$ cat src/rtl/fetch_prefetch_queue.sv
// Instruction-fetch prefetch queue.
// Issues in-order fetches to instruction memory, buffers up to DEPTH returned
// instructions with their PC+step, and hands them to decode over valid/ready.
// A branch redirect flushes the queue and marks every in-flight fetch as stale.
// An HLT opcode stops further fetching until the next redirect.
// Optional feature macro: PREFETCH_BYPASS_EN. When it is defined, a response that
// arrives at an empty queue is forwarded to the outputs in the same cycle.
module fetch_prefetch_queue #(
    parameter int                ADDR_W   = 16,
    parameter int                INSTR_W  = 16,
    parameter int                DEPTH    = 4,
    parameter int                PC_STEP  = 2,
    parameter logic [ADDR_W-1:0] RESET_PC = '0,
    parameter logic [3:0]        HLT_OP   = 4'hF
) (
    input  logic               clk,
    input  logic               rst,
    input  logic               redirect,
    input  logic [ADDR_W-1:0]  redirect_pc,
    output logic               imem_req,
    output logic [ADDR_W-1:0]  imem_addr,
    input  logic               imem_gnt,
    input  logic               imem_rvalid,
    input  logic [INSTR_W-1:0] imem_rdata,
    output logic               out_valid,
    output logic [INSTR_W-1:0] out_instr,
    output logic [ADDR_W-1:0]  out_pc_plus,
    input  logic               out_ready,
    output logic               halted
);

    localparam int CW = $clog2(DEPTH) + 1;
    localparam int PW = $clog2(DEPTH);
    localparam logic [CW:0] CREDIT_LIMIT = (CW + 1)'(DEPTH);

    typedef enum logic [1:0] {
        StRun,
        StDrain,
        StHalted
    } state_e;

    state_e              state_q, state_d;
    logic [ADDR_W-1:0]   fetchPc_q, fetchPc_d;
    logic [CW-1:0]       count_q, count_d;
    logic [CW-1:0]       inflight_q, inflight_d;
    logic [CW-1:0]       drop_q, drop_d;

    logic [ADDR_W-1:0]   tagMem_q [DEPTH];
    logic [PW-1:0]       tagWr_q, tagRd_q;

    logic [INSTR_W-1:0]  instrMem_q [DEPTH];
    logic [ADDR_W-1:0]   pcMem_q [DEPTH];
    logic [PW-1:0]       head_q, tail_q;

    logic                reqFire;
    logic                dropPending;
    logic                respKeep;
    logic                isHlt;
    logic                pushEn;
    logic                popEn;
    logic [ADDR_W-1:0]   respPcPlus;

    // Requests stop once the queue entries plus the outstanding fetches fill the
    // queue, so a returning response always has a free slot.
    assign imem_req    = !rst && (state_q == StRun) && !redirect &&
                         (({1'b0, count_q} + {1'b0, inflight_q}) < CREDIT_LIMIT);
    assign imem_addr   = fetchPc_q;
    assign halted      = (state_q == StHalted);

    assign reqFire     = imem_req && imem_gnt;
    assign dropPending = (drop_q != '0);
    assign respKeep    = imem_rvalid && !dropPending && !redirect;
    assign isHlt       = (imem_rdata[INSTR_W-1 -: 4] == HLT_OP);
    assign respPcPlus  = tagMem_q[tagRd_q] + ADDR_W'(PC_STEP);
    assign popEn       = (count_q != '0) && out_ready;

`ifdef PREFETCH_BYPASS_EN
    logic bypassHit;

    assign bypassHit   = !rst && (count_q == '0) && respKeep;
    assign out_valid   = (count_q != '0) || bypassHit;
    assign out_instr   = bypassHit ? imem_rdata : instrMem_q[head_q];
    assign out_pc_plus = bypassHit ? respPcPlus : pcMem_q[head_q];
    assign pushEn      = respKeep && !(bypassHit && out_ready);
`else
    assign out_valid   = (count_q != '0);
    assign out_instr   = instrMem_q[head_q];
    assign out_pc_plus = pcMem_q[head_q];
    assign pushEn      = respKeep;
`endif

    // Next-state logic: counters, fetch PC and run/drain/halt state; redirect overrides.
    always_comb begin
        state_d    = state_q;
        fetchPc_d  = fetchPc_q;
        inflight_d = inflight_q + CW'(reqFire) - CW'(imem_rvalid);
        count_d    = count_q + CW'(pushEn) - CW'(popEn);
        drop_d     = drop_q;
        if (imem_rvalid && dropPending) begin
            drop_d = drop_q - CW'(1);
        end
        if (reqFire) begin
            fetchPc_d = fetchPc_q + ADDR_W'(PC_STEP);
        end
        case (state_q)
            StRun: begin
                if (respKeep && isHlt) begin
                    state_d = StHalted;
                end
            end
            StDrain: begin
                if (drop_d == '0) begin
                    state_d = StRun;
                end
            end
            default: begin
            end
        endcase
        if (redirect) begin
            count_d   = '0;
            drop_d    = inflight_d;
            fetchPc_d = redirect_pc;
            state_d   = (inflight_d != '0) ? StDrain : StRun;
        end
    end

    // State, counter and pointer registers.
    always_ff @(posedge clk) begin
        if (rst) begin
            state_q    <= StRun;
            fetchPc_q  <= RESET_PC;
            count_q    <= '0;
            inflight_q <= '0;
            drop_q     <= '0;
            head_q     <= '0;
            tail_q     <= '0;
            tagWr_q    <= '0;
            tagRd_q    <= '0;
        end else begin
            state_q    <= state_d;
            fetchPc_q  <= fetchPc_d;
            count_q    <= count_d;
            inflight_q <= inflight_d;
            drop_q     <= drop_d;
            if (redirect) begin
                head_q <= '0;
                tail_q <= '0;
            end else begin
                if (popEn) begin
                    head_q <= head_q + PW'(1);
                end
                if (pushEn) begin
                    tail_q <= tail_q + PW'(1);
                end
            end
            if (reqFire) begin
                tagWr_q <= tagWr_q + PW'(1);
            end
            if (imem_rvalid) begin
                tagRd_q <= tagRd_q + PW'(1);
            end
        end
    end

    // Storage: the request-address tag FIFO and the instruction/PC queue.
    always_ff @(posedge clk) begin
        if (rst) begin
            for (int i = 0; i < DEPTH; i++) begin
                tagMem_q[i]   <= '0;
                instrMem_q[i] <= '0;
                pcMem_q[i]    <= '0;
            end
        end else begin
            if (reqFire) begin
                tagMem_q[tagWr_q] <= fetchPc_q;
            end
            if (pushEn) begin
                instrMem_q[tail_q] <= imem_rdata;
                pcMem_q[tail_q]    <= respPcPlus;
            end
        end
    end

endmodule
$ cat config.mk
export PLATFORM = sky130hd
export DESIGN_NAME = fetch_prefetch_queue
export DESIGN_NICKNAME = d
export VERILOG_FILES = /design/src/rtl/fetch_prefetch_queue.sv
export SDC_FILE = /design/constraint.sdc
export NUM_CORES = 1
export LEC_CHECK = 0
export CAP_MARGIN = 5
export CORE_ASPECT_RATIO = 1.25
export CORE_MARGIN = 10
export CORE_UTILIZATION = 45
export CTS_CLUSTER_SIZE = 30
export DETAILED_ROUTE_END_ITERATION = 12
export PLACE_DENSITY = 0.64
export SLEW_MARGIN = 20
export SYNTH_ARGS = -nofsm -noshare
export SYNTH_HDL_FRONTEND = slang
export SYNTH_SLANG_ARGS = --single-unit
$ cat constraint.sdc
create_clock -name clk -period 4.05 [get_ports clk]
set_input_delay 0.81 -clock clk [delete_from_list [all_inputs] [get_ports clk]]
set_output_delay 0.81 -clock clk [all_outputs]
set_load 0.01 [all_outputs]
# Word-level counts from Yosys, hierarchy flattened
# Memory sizes are Yosys's and may differ from the RTL's. A register that Yosys moved wholly into a read port is not among the register bits.
# Index checks and enable logic that the tools add are counted.
# op_classes
addsub,12
order_cmp,1
eq_ne,5
muxes,32
reduce_logical,24
# op_table
operator,n
$mux W16,5
$reduce_or A16 Y1,3
$add A16 B2 Y16 const B,2
$mux W2,12
$mux W1,12
$reduce_bool A3 Y1,4
$logic_and A1 B1 Y1,9
$add A2 B1 Y2 const B,4
$add A3 B1 Y3,2
$mux W3,2
$sub A3 B1 Y3,2
$add A3 B3 Y4,1
$eq A4 B4 Y1 const B,1
$lt A4 B3 Y1 const B,1
$pmux W2 S2,1
$logic_not A1 Y1,3
$logic_not A3 Y1,1
$ne A3 B2 Y1 const B,1
$ne A3 B3 Y1 const B,1
$reduce_and A3 Y1,1
$sub A3 B1 Y3 const B,1
$eq A2 B1 Y1 const B,1
$eq A2 B2 Y1 const B,1
$logic_not A2 Y1,1
2 further kinds,2
# word_totals
reg_bits,35
mem_bits_rw,192
inputBits,38
out_inout_bits,51
elab_cells,86
n_memories,3
# memory_table
name,depth,width,read_ports,rd_ports_with_merged_regs,wr,line_no,source
instrMem_q,4,16,1,1,4,51,logic [INSTR_W-1:0] instrMem_q [DEPTH];
pcMem_q,4,16,1,1,4,52,logic [ADDR_W-1:0] pcMem_q [DEPTH];
tagMem_q,4,16,1,1,4,48,logic [ADDR_W-1:0] tagMem_q [DEPTH];

# Logic depth before layout (Yosys ltp)
# Gate-level depths: netlist of run 1.
# depth
ltp_word,10
depth_mapped,14
mapped_depth_nobuf,13

# Least setup slack after synthesis of run 1
# Ideal clock, no wire load.
# synth_path
kind,in2reg
start,input redirect
end,register state_q[0]
setup_ps,130
arrival_time_ps,3198
required_ps,3920
setup_slack_ps,723
cell_stages,14
path_buffers,3
path_cell_list,clkbuf_1 nor3_1 and4_1 inv_1 clkbuf_1 clkbuf_1 ha_1 inv_1 ha_1 fa_1 nor2_1 a21oi_1 a21oi_1 nor3_1
# synth_between
elab_chain_len,9
elab_cells_between_ends,15
classes_between,add/sub: 2; eq/ne: 2; mux: 2; reduce/logical: 9
# synth_rtl
element,line_no,source
"start, declared",18,"input logic redirect,"
$logic_not A1 Y1,65,assign imem_req = !rst && (state_q == StRun) && !redirect &&
$logic_and A1 B1 Y1 (2 in a row),65,
$logic_and A1 B1 Y1,70,assign reqFire = imem_req && imem_gnt;
$add A3 B1 Y3,96,inflight_d = inflight_q + CW'(reqFire) - CW'(imem_rvalid);
$sub A3 B1 Y3,96,
net inflight_d[1],45,"logic [CW-1:0] inflight_q, inflight_d;"
$reduce_bool A3 Y1,123,state_d = (inflight_d != '0) ? StDrain : StRun;
$mux W1,123,
$mux W2,119,if (redirect) begin
"end signal, assigned",130,state_q <= StRun;
"end signal, assigned",140,state_q <= state_d;
"end, declared",42,"state_e state_q, state_d;"
# The timed path passes the listed nets, and every way through them passes these cells.
# A chain may end at the register's enable or synchronous reset.

==> results.tsv, run 1 <==
stage	metric	value	unit
synthesis	synthSimpleGateAreaFrac	15.8	%
power	peakVddDrop	247	µV
status	outcome	completed	
clock_network	clk_latency	0.50	ns
timing	fin_tns_setup	0	ns
placed_design	port_buffers	88	
worst_hold_path	min_path_cells	2	
synthesis	synth_edf_count	192	
synthesis	synth_top_area_share	55.6	%
global_route	grt_max_degree	33	
clock_network	cts_hold_buf	0	
clock_network	cts_sinks	231	
timing	setup_viol	0	
placed_design	place_ws	0.507	ns
synthesis	synth_ff_type	edfxtp_1	
setup_path	reg2regPathDepth	6	
floorplanning	core	22800	µm²
clock_network	root_buffer	clkbuf_16	
timing	final_hold_viol_count	0	
synthesis	ys_types	46	
synthesis	synthCells	783	
timing	min_period_over_period	82.1	%
synthesis	synth_most_common_cell	edfxtp_1	
worst_hold_path	hold_path_end	head_q[1]$_SDFFE_PP0P_	
synthesis	yosys_register_bits	231	
clock_network	clk_path_buf_depth	3	
setup_path	critPathLaunchType	register	
global_route	grt_pass1_vias	6557	
timing	period_minus_slack	3.33	ns
finish	finalNetCount	923	
setup_path	path_max_fanout	12	
drt	vias_per_cell	5.37	
global_route	gr-usage-all-layers	14.8	%
setup_path	critPathCaptureType	output port	
timing	fin_skew	0.0140	ns
synthesis	synth_nets	833	
synthesis	synth.yosys.seq_area_share	63.2	%
global_route	gr-total-overflow	0	
placed_design	gp_congestion	0.796	
timing	worst_pin_slew	0.945	ns
synthesis	syn_area_per_cell	13.2	µm²
finish	area_delta_synth_final	18.9	%
timing	setup_ws	0.725	ns
placed_design	dp_hpwl	14300	µm
floorplanning	die_area	29500	µm²
synthesis	synth_warnings	0	
timing	max_freq	301	MHz
floorplanning	ioPinCount	89	
drt	drc_errors	0	
drt	drtIter0Drc	412	
synthesis	synth-compound-area-share	2.55	%
synthesis	synthTopCellsByCount	edfxtp_1 (192), nor2_1 (132), and2_1 (80)	
finish	nFillCells	1955	
setup_path	worstSetupPathType	reg2out	
worst_hold_path	min_from	head_q[1]$_SDFFE_PP0P_	
clock_network	post_cts_buffers	0	
timing	timing.hold.ws	0.529	ns
drt	dr.pass1.iters	4	
global_route	grt_pass1_wl	35300	µm
setup_path	worstReg2RegEnd	pcMem_q[2][15]$_SDFFCE_PN0P_	
floorplanning	fp.dieH	190	µm
synthesis	synth-xor-area-share	2.37	%
clock_network	cts-resized-gates	0	
timing	slew-limit-headroom	37.0	%
power	power_density	450	nW/µm²
global_route	grt_antenna_before_repair	0	
drt	antenna_left	0	
clock_network	clk_pin_slew	0.06	ns
floorplanning	die_w	156	µm
timing	drv_slew	0	
floorplanning	start_util	45.4	%
floorplanning	num_rows	62	
worst_hold_path	hold_class	reg2reg	
synthesis	synth.largest_area_cell	edfxtp_1	
synthesis	synth.area.mux_share	11.3	%
drt	wl_per_cell	18.7	µm
drt	vias	6326	
timing	rsz0062_at_grt	false	
clock_network	cts_tree	done	
synthesis	netlist_area	10400	µm²
synthesis	synthArstFlopShare	0	%
placed_design	dpl_cell_area	11600	µm²
clock_network	h-tree-depth	1	
finish	diodes	0	
finish	utilization	54.0	%
flow_run	cap_viol_max_count	0	
power	power_leakage	4.50	nW
drt	routed_wl	22100	µm
clock_network	numCtsBuffers	23	
setup_path	crit_arrival	2.52	ns
synthesis	synth.area.top_cells	edfxtp_1 (56%), mux4_2 (7.8%), dfxtp_1 (7.5%)	
finish	fin_area	12300	µm²
synthesis	synthAdderAreaFrac	1.59	%
synthesis	synth_top_family_by_area	simple AND/OR/NAND/NOR gates	
setup_path	crit_required	3.24	ns
finish	drive_above_1_share	11.6	%
setup_path	r2r_setup_slack	1.17	ns
-- kinds of logic after synthesis --
group	Yosys count
DFF	231
and+or+nand+nor	336
xor gates and xnor gates	28
buffers and inverters	82
adders and majority gates	12
AOI/OAI and AO/OA	42
muxes	52
-- metal layers --
| layer | up-vias | track usage (%) | part of all wire, % |
|---|---|---|---|
| li1 | 3009 | - | - |
| met1 | 3117 | 18.2 | 41 |
| met2 | 163 | 25.9 | 51 |
| met3 | 37 | 2.78 | 5.4 |
| met4 | 0 | 4.43 | 2.0 |
| met5 | - | 0 | 0 |
-- flip-flops by register name, indices dropped and copies added, names as in the netlist, named ones only --
signal,count
count_q,3
imem_addr,16
head_q,2
instrMem_q,64
drop_q,3
inflight_q,3
pcMem_q,64
tagWr_q,2
state_q,2
tagRd_q,2
tagMem_q,64
tail_q,2
-- worst max-delay path, cell delays in order (launching register included) --
cell and delay (ns):
dfxtp_2 0.60, buf_4 0.34, mux4_2 0.56, clkdlybuf4s50_1 0.50
-- per-stage QoR --
| step | cells | total power (W) |
|---|---|---|
| after floorplan | 783 | 0.00323 |
| after global placement | 1136 | 0.00350 |
| after detailed placement | 1136 | 0.00351 |
| after CTS | 1177 | 0.00560 |
| after global routing | 1177 | 0.00577 |
| final | 1177 | 0.00555 |
-- power by group --
part | total, W | switching (W) | internal [W]
Combinational | 0.000649 | 0.000345 | 0.000304
Clock | 0.00210 | 0.000845 | 0.00125
Sequential | 0.00280 | 0.0000843 | 0.00271
Total | 0.00555 | 0.00128 | 0.00427
-- placed cells by master, fill, tap and decap left out, types with 14 or more instances in the layout --
| master | Yosys | layout |
|---|---|---|
| inv_1 | 36 | 36 |
| edfxtp_1 | 192 | 192 |
| nand3_1 | 14 | 14 |
| and2_1 | 80 | 80 |
| mux4_2 | 36 | 36 |
| xnor2_1 | 20 | 20 |
| nand2_1 | 49 | 49 |
| clkdlybuf4s50_1 | 0 | 88 |
| clkbuf_16 | 0 | 23 |
| dfxtp_1 | 39 | 38 |
| nor2_1 | 132 | 132 |
| buf_4 | 0 | 23 |
| a21oi_1 | 15 | 15 |
-- worst max path at each step --
stage | start | end | cells after the start
after detailed placement | rst | state_q[0]$_SDFFE_PP0P_ | 12
after global routing | register | out_pc_plus[1] | 3
after floorplan | redirect | state_q[0]$_SDFFE_PP0P_ | 14
after CTS | register | out_pc_plus[11] | 3
final | register | out_pc_plus[8] | 3
after global placement | rst | state_q[0]$_SDFFE_PP0P_ | 12
-- layout make-up --
cell class / instances / area [µm²] / area share [%]
clock buffers: 30 / 612 / 4.97
multi-input cells: 470 / 3480 / 28.3
flip-flops and latches: 231 / 6550 / 53.1
clock inverters: 11 / 126 / 1.03
repair buffers: 111 / 1050 / 8.55
well taps: 288 / 360 / 2.93
inverters: 36 / 135 / 1.10
Power figures use the tool's default switching activity.
==> inputs of run 2 (changes only) <==
--- a/config.mk
+++ b/config.mk
@@ -11,7 +11,7 @@
 export CORE_UTILIZATION = 45
 export CTS_CLUSTER_SIZE = 30
 export DETAILED_ROUTE_END_ITERATION = 12
-export PLACE_DENSITY = 0.64
+export PLACE_DENSITY = 0.66
 export SLEW_MARGIN = 20
 export SYNTH_ARGS = -nofsm -noshare
 export SYNTH_HDL_FRONTEND = slang
==> constraint.sdc (replaced) <==
create_clock -name clk -period 2.81 [get_ports clk]
set_input_delay 0.562 -clock clk [delete_from_list [all_inputs] [get_ports clk]]
set_output_delay 0.562 -clock clk [all_outputs]
set_load 0.01 [all_outputs]
==> run 2 against run 1 <==
Register-to-register slack lost 0.99 ns. Sequential power grew 44%. Worst setup slack lost 0.64 ns. Power grew 45%. Flip-flop and latch count is the same. Highest routed layer unchanged. Largest cell class unchanged.
==> results.tsv, run 2 (synthesis results as in run 1) <==
stage	metric	value	unit	change
status	outcome	completed		
drt	vias	6344		+0.28%
worst_hold_path	hold_path_end	head_q[1]$_SDFFE_PP0P_		
power	power.internal	0.00613	W	+44%
global_route	grt_antenna_before_repair	0		unchanged
power	seq_power_share	50.1	%	-0.4 points
setup_path	reg2regPathDepth	12		+6
clock_network	clk_pin_slew	0.06	ns	about the same
timing	worst_pin_slew	1.04	ns	+0.0913 ns
power	power_leakage	4.67	nW	+3.6%
floorplanning	fp.dieH	190	µm	unchanged
timing	max_freq	367	MHz	
global_route	grt_pass1_vias	6733		+2.7%
placed_design	port_buffers	88		unchanged
clock_network	root_buffer	clkbuf_16		
power	swShare	23.6	%	+0.65 points
timing	min_period_over_period	97.1	%	
clock_network	clk_path_buf_depth	3		unchanged
timing	rsz0062_at_grt	false		
setup_path	critPathCaptureType	output port		
drt	routed_wl	22400	µm	+1.4%
drt	drtIter0Drc	332		-19%
clock_network	cts_sinks	231		unchanged
floorplanning	die_w	156	µm	unchanged
timing	final_hold_viol_count	0		unchanged
setup_path	crit_arrival	2.17	ns	-0.35 ns
setup_path	cp_slowest_cell	mux4_2		
finish	diodes	0		unchanged
drt	dr.pass1.iters	5		+1
global_route	gr-usage-all-layers	15.1	%	+0.29 points
timing	setup_ws	0.0820	ns	-0.643 ns
worst_hold_path	hold_class	reg2reg		
floorplanning	start_util	45.4	%	unchanged
floorplanning	num_rows	62		unchanged
drt	vias_per_cell	5.29		-1.6%
setup_path	worstSetupPathType	reg2out		
finish	final_common_cell	edfxtp_1		
finish	finalNetCount	945		+2.4%
clock_network	numCtsBuffers	23		unchanged
floorplanning	core	22800	µm²	unchanged
power	peakVddDrop	532	µV	+120%
finish	fin_area	12700	µm²	+2.8%
setup_path	worstReg2RegEnd	state_q[0]$_SDFFE_PP0P_		
clock_network	cts_tree	done		
setup_path	cp_top_family	buffers and inverters		
worst_hold_path	min_from	head_q[1]$_SDFFE_PP0P_		
power	p_sw	0.00190	W	+49%
placed_design	gp_congestion	0.785		-1.3%
global_route	gr-total-overflow	0		unchanged
clock_network	clk_latency	0.51	ns	about the same
finish	area_delta_synth_final	22.3	%	
finish	drive_above_1_share	14.6	%	+3.0 points
floorplanning	ioPinCount	89		unchanged
power	power_frac_comb	13.1	%	+1.4 points
timing	drv_slew	0		unchanged
timing	period_minus_slack	2.73	ns	
clock_network	h-tree-depth	1		unchanged
finish	nFillCells	1883		-3.7%
floorplanning	die_area	29500	µm²	unchanged
global_route	grt_pass1_wl	36100	µm	+2.4%
drt	drc_errors	0		unchanged
drt	antenna_left	0		unchanged
setup_path	crit_required	2.25	ns	-0.99 ns
setup_path	r2r_setup_slack	0.18	ns	-0.99 ns
setup_path	path_max_fanout	7		-5
drt	wl_per_cell	18.6	µm	-0.50%
finish	layout_common_cells	edfxtp_1 (192), nor2_1 (132), clkdlybuf4s50_1 (88), and2_1 (80), nand2_1 (49)		
setup_path	cp_cell_sequence	clkbuf_16 -> mux4_2 -> clkdlybuf4s50_1		
placed_design	dp_hpwl	14300	µm	+0.27%
placed_design	dpl_cell_area	11900	µm²	+2.5%
setup_path	critPathLaunchType	register		
timing	slew-limit-headroom	30.9	%	-6.1 points
setup_path	slowest_delay	0.53	ns	-0.07 ns
placed_design	place_ws	-0.107	ns	-0.614 ns
finish	largestRegisters	instrMem_q x64, pcMem_q x64, tagMem_q x64		
worst_hold_path	min_path_cells	2		unchanged
flow_run	cap_viol_max_count	0		unchanged
setup_path	worst-path-buf-inv	2		unchanged
global_route	grt_max_degree	36		+9.1%
timing	fin_skew	0.0134	ns	-0.000662 ns
timing	setup_viol	0		unchanged
power	p_clk_share	36.8	%	-1.0 points
power	power_density	634	nW/µm²	+41%
setup_path	reg2reg_from	count_q[2]$_SDFF_PP0_		
-- run 2: changes by cell type in the layout (fill, tap and decap cells not counted), moves of 2 or more --
cell / delta
buf_12: +10
buf_4: +10
bufinv_16: -2
clkbuf_1: -3
clkbuf_16: +2
clkinvlp_4: +2
-- run 2: how the worst max path moves through the flow --
stage / to / slack [ns] / cells after the start
after floorplan: state_q[0]$_SDFFE_PP0P_ / -0.07 / 14
after global placement: state_q[0]$_SDFFE_PP0P_ / -0.06 / 12
after detailed placement: state_q[0]$_SDFFE_PP0P_ / -0.11 / 12
after CTS: out_instr[14] / 0.03 / 3
after global routing: state_q[0]$_SDFFE_PP0P_ / 0.01 / 12
final: out_instr[14] / 0.08 / 3
-- run 2: per-stage QoR --
stage / total power, W / utilization [%] / hold slack, ns / setup TNS [ns] / instances
final: 0.00803 / 55.6 / 0.536 / 0 / 1199
after floorplan: 0.00468 / - / 0.474 / -0.0669 / 783
after global routing: 0.00836 / 55.6 / 0.571 / 0 / 1199
after detailed placement: 0.00514 / 52.0 / 0.507 / -0.294 / 1155
after global placement: 0.00512 / 52.0 / 0.511 / -0.0551 / 1155
after CTS: 0.00810 / 55.4 / 0.536 / 0 / 1198
-- run 2: power by group through the flow --
stage	registers, W	logic [W]	clock network (W)
after global routing	0.00405	0.00115	0.00317
final	0.00402	0.00105	0.00295
after detailed placement	0.00409	0.00104	0
after global placement	0.00409	0.00103	0
after CTS	0.00402	0.00106	0.00302
after floorplan	0.00405	0.000625	0
-- run 2: metal layers --
layer  part of all wire, %  vias to the layer above  track usage (%)
met2                    52                      156             27.2
met4                   1.6                        0             3.57
li1                      -                     3039                -
met1                    41                     3117             18.2
met5                     0                        -                0
met3                   5.5                       32             2.94
-- run 2: timing repair --
action	4_1_cts	5_1_grt
gates resized for setup	3	1
cloned	1	1
setup endpoints to repair	29	2
setup buffers	1	0
hold buffers	0	0
-- run 2: cell type report --
type	count	area, µm²	share of cell area, %
sequential	231	6550	51.7
multi-input combinational	470	3520	27.8
timing repair buffer	133	1380	10.9
clock buffer	29	639	5.05
tap	288	360	2.84
inverter	36	135	1.07
clock inverter	12	86.3	0.681
-- run 2: worst register-to-register path, stage by stage (launching register included) --
cell     delay [ns]
dfxtp_1        0.34
ha_1           0.34
nor4_4         0.19
and4_1         0.25
inv_1          0.06
ha_1           0.27
inv_1          0.04
ha_1           0.19
fa_2           0.54
nor2_1         0.04
a21oi_1        0.14
a21oi_1        0.06
nor3_1         0.13
==> inputs of run 3 (changes only) <==
--- a/config.mk
+++ b/config.mk
@@ -7,8 +7,9 @@
 export LEC_CHECK = 0
 export CAP_MARGIN = 5
 export CORE_ASPECT_RATIO = 1.25
-export CORE_MARGIN = 10
+export CORE_MARGIN = 3
 export CORE_UTILIZATION = 45
+export CTS_CLUSTER_DIAMETER = 40
 export CTS_CLUSTER_SIZE = 30
 export DETAILED_ROUTE_END_ITERATION = 12
 export PLACE_DENSITY = 0.66
==> run 3 against run 2 <==
Final area up 1.4%. Non-clock buffer count up 3. Largest cell class unchanged. Sequential share of layout area down 0.68 points.
==> results.tsv, run 3 (synthesis results as in run 1) <==
stage	metric	value	unit	change
clock_network	clk_pin_slew	0.07	ns	about the same
clock_network	root_buffer	clkbuf_16		
clock_network	clk_latency	0.52	ns	about the same
power	swShare	24.4	%	+0.74 points
timing	min_period_over_period	96.7	%	-0.42 points
finish	largestRegisters	instrMem_q x64, pcMem_q x64, tagMem_q x64		
clock_network	numCtsBuffers	26		+13%
finish	finalNetCount	951		+0.63%
finish	diodes	0		unchanged
timing	setup_viol	0		unchanged
setup_path	slowest_delay	0.54	ns	about the same
timing	fin_skew	0.0121	ns	-0.00129 ns
setup_path	worstSetupPathType	reg2out		
global_route	use_met3	2.40	%	-0.54 points
floorplanning	num_rows	61		-1.6%
global_route	gr-usage-met1	21.9	%	+3.7 points
setup_path	worst-path-buf-inv	2		unchanged
placed_design	placed_cells	1152		-0.26%
drt	antenna_left	0		unchanged
drt	wl_per_cell	17.6	µm	-5.4%
finish	final_common_cell	edfxtp_1		
setup_path	crit_required	2.25	ns	about the same
drt	routed_wl	21200	µm	-5.0%
power	power.internal	0.00644	W	+5.0%
finish	nFillCells	1850		-1.8%
setup_path	cp_top_family	buffers and inverters		
timing	max_freq	368	MHz	+0.43%
timing	drv_slew	0		unchanged
finish	layout_common_cells	edfxtp_1 (192), nor2_1 (132), clkdlybuf4s50_1 (88), and2_1 (80), nand2_1 (49)		
timing	slew-limit-headroom	33.7	%	+2.8 points
power	peakVddDrop	420	µV	-21%
setup_path	cp_cell_sequence	buf_12 -> mux4_2 -> clkdlybuf4s50_1		
setup_path	critPathCaptureType	output port		
global_route	grt_antenna_before_repair	0		unchanged
clock_network	h-tree-depth	1		unchanged
setup_path	critPathLaunchType	register		
floorplanning	die_area	24900	µm²	-16%
timing	worst_pin_slew	0.994	ns	-0.0417 ns
finish	drive_above_1_share	16.2	%	+1.6 points
global_route	grt_pass1_vias	6680		-0.79%
setup_path	cp_slowest_cell	mux4_2		
drt	vias_per_cell	5.25		-0.73%
global_route	met2_usage	32.3	%	+5.1 points
floorplanning	fp.dieH	176	µm	-7.4%
timing	rsz0062_at_grt	false		
finish	fin_cells	1204		+0.42%
global_route	grt_max_degree	33		-8.3%
timing	setup_ws	0.0938	ns	+0.0118 ns
setup_path	path_max_fanout	13		+6
power	power_frac_comb	12.5	%	-0.6 points
global_route	gr-total-overflow	0		unchanged
worst_hold_path	hold_class	reg2reg		
drt	drc_errors	0		unchanged
status	outcome	completed		
power	p_sw	0.00208	W	+9.4%
placed_design	place_ws	-0.173	ns	-0.0661 ns
power	seq_power_share	47.3	%	-2.8 points
placed_design	gp_congestion	0.775		-1.3%
clock_network	clk_path_buf_depth	3		unchanged
global_route	top_usage_layer	met2		
placed_design	port_buffers	88		unchanged
floorplanning	start_util	46.2	%	+0.74 points
timing	fin_tns_setup	0	ns	unchanged
timing	period_minus_slack	2.72	ns	-0.0118 ns
drt	dr.pass1.iters	4		-1
global_route	grt_pass1_wl	34900	µm	-3.3%
power	power_density	663	nW/µm²	+4.6%
floorplanning	core	22400	µm²	-1.6%
clock_network	cts_tree	done		
finish	area_delta_synth_final	24.0	%	
drt	drtIter0Drc	432		+30%
floorplanning	die_w	142	µm	-9.0%
power	p_clk_share	40.3	%	+3.5 points
finish	utilization	57.2	%	+1.7 points
placed_design	dp_hpwl	13800	µm	-3.5%
setup_path	crit_arrival	2.15	ns	-0.02 ns
timing	final_hold_viol_count	0		unchanged
flow_run	cap_viol_max_count	0		unchanged
clock_network	cts_sinks	231		unchanged
drt	vias	6324		-0.32%
floorplanning	ioPinCount	89		unchanged
global_route	gr-usage-all-layers	17.5	%	+2.4 points
power	power_leakage	4.75	nW	+1.7%
==> run 3: final timing paths <==
path	from	to	slack (ns)	cells after the start
min	head_q[1]$_SDFFE_PP0P_	register	0.53	2
max reg2reg	count_q[2]$_SDFF_PP0_	state_q[0]$_SDFFE_PP0P_	0.20	12
max	register	out_pc_plus[14]	0.09	3
min reg2reg	head_q[1]$_SDFFE_PP0P_	register	0.53	2
==> run 3: metrics by stage <==
stage	hold WS (ns)	power [W]	area, µm²
2_1_floorplan	0.474	0.00468	10400
3_3_place_gp	0.510	0.00512	11900
3_5_place_dp	0.520	0.00513	11900
4_1_cts	0.535	0.00856	12800
5_1_grt	0.576	0.00886	12800
6_report	0.527	0.00852	12800
==> run 3: routing by layer <==
layer	vias up	wire length [µm]
li1	3056	-
met1	3106	8860
met2	135	11200
met3	27	800
met4	0	341
met5	-	0
==> run 3: area by class of cell <==
cell class	instances	area [µm²]	share of cell area [%]
Sequential cell	231	6550	51.0
Multi-Input combinational cell	470	3530	27.5
Timing Repair Buffer	136	1380	10.7
Clock buffer	27	676	5.26
Tap cell	283	354	2.76
Clock inverter	21	218	1.70
Inverter	36	135	1.05
==> run 3: power by group through the flow <==
stage	Sequential, W	Clock (W)	Combinational, W
2_1_floorplan	0.00405	0	0.000625
3_3_place_gp	0.00409	0	0.00103
3_5_place_dp	0.00410	0	0.00104
4_1_cts	0.00402	0.00349	0.00104
5_1_grt	0.00405	0.00364	0.00117
6_report	0.00403	0.00343	0.00106
==> run 3: worst min-delay path, delay by kind of cell, from the launching register on <==
| kind | cells | cell delay [ns] |
|---|---|---|
| DFF | 1 | 0.32 |
| and+or+nand+nor | 1 | 0.10 |
| xor gates and xnor gates | 1 | 0.06 |
==> run 3: what timing repair did <==
action | CTS | global route
hold buffers | 0 | 0
pin swaps | 0 | 6
resized for setup | 1 | 5
endpoints found under the setup margin | 27 | 2
hold endpoints to repair | 0 | 0
setup buffers | 2 | 2
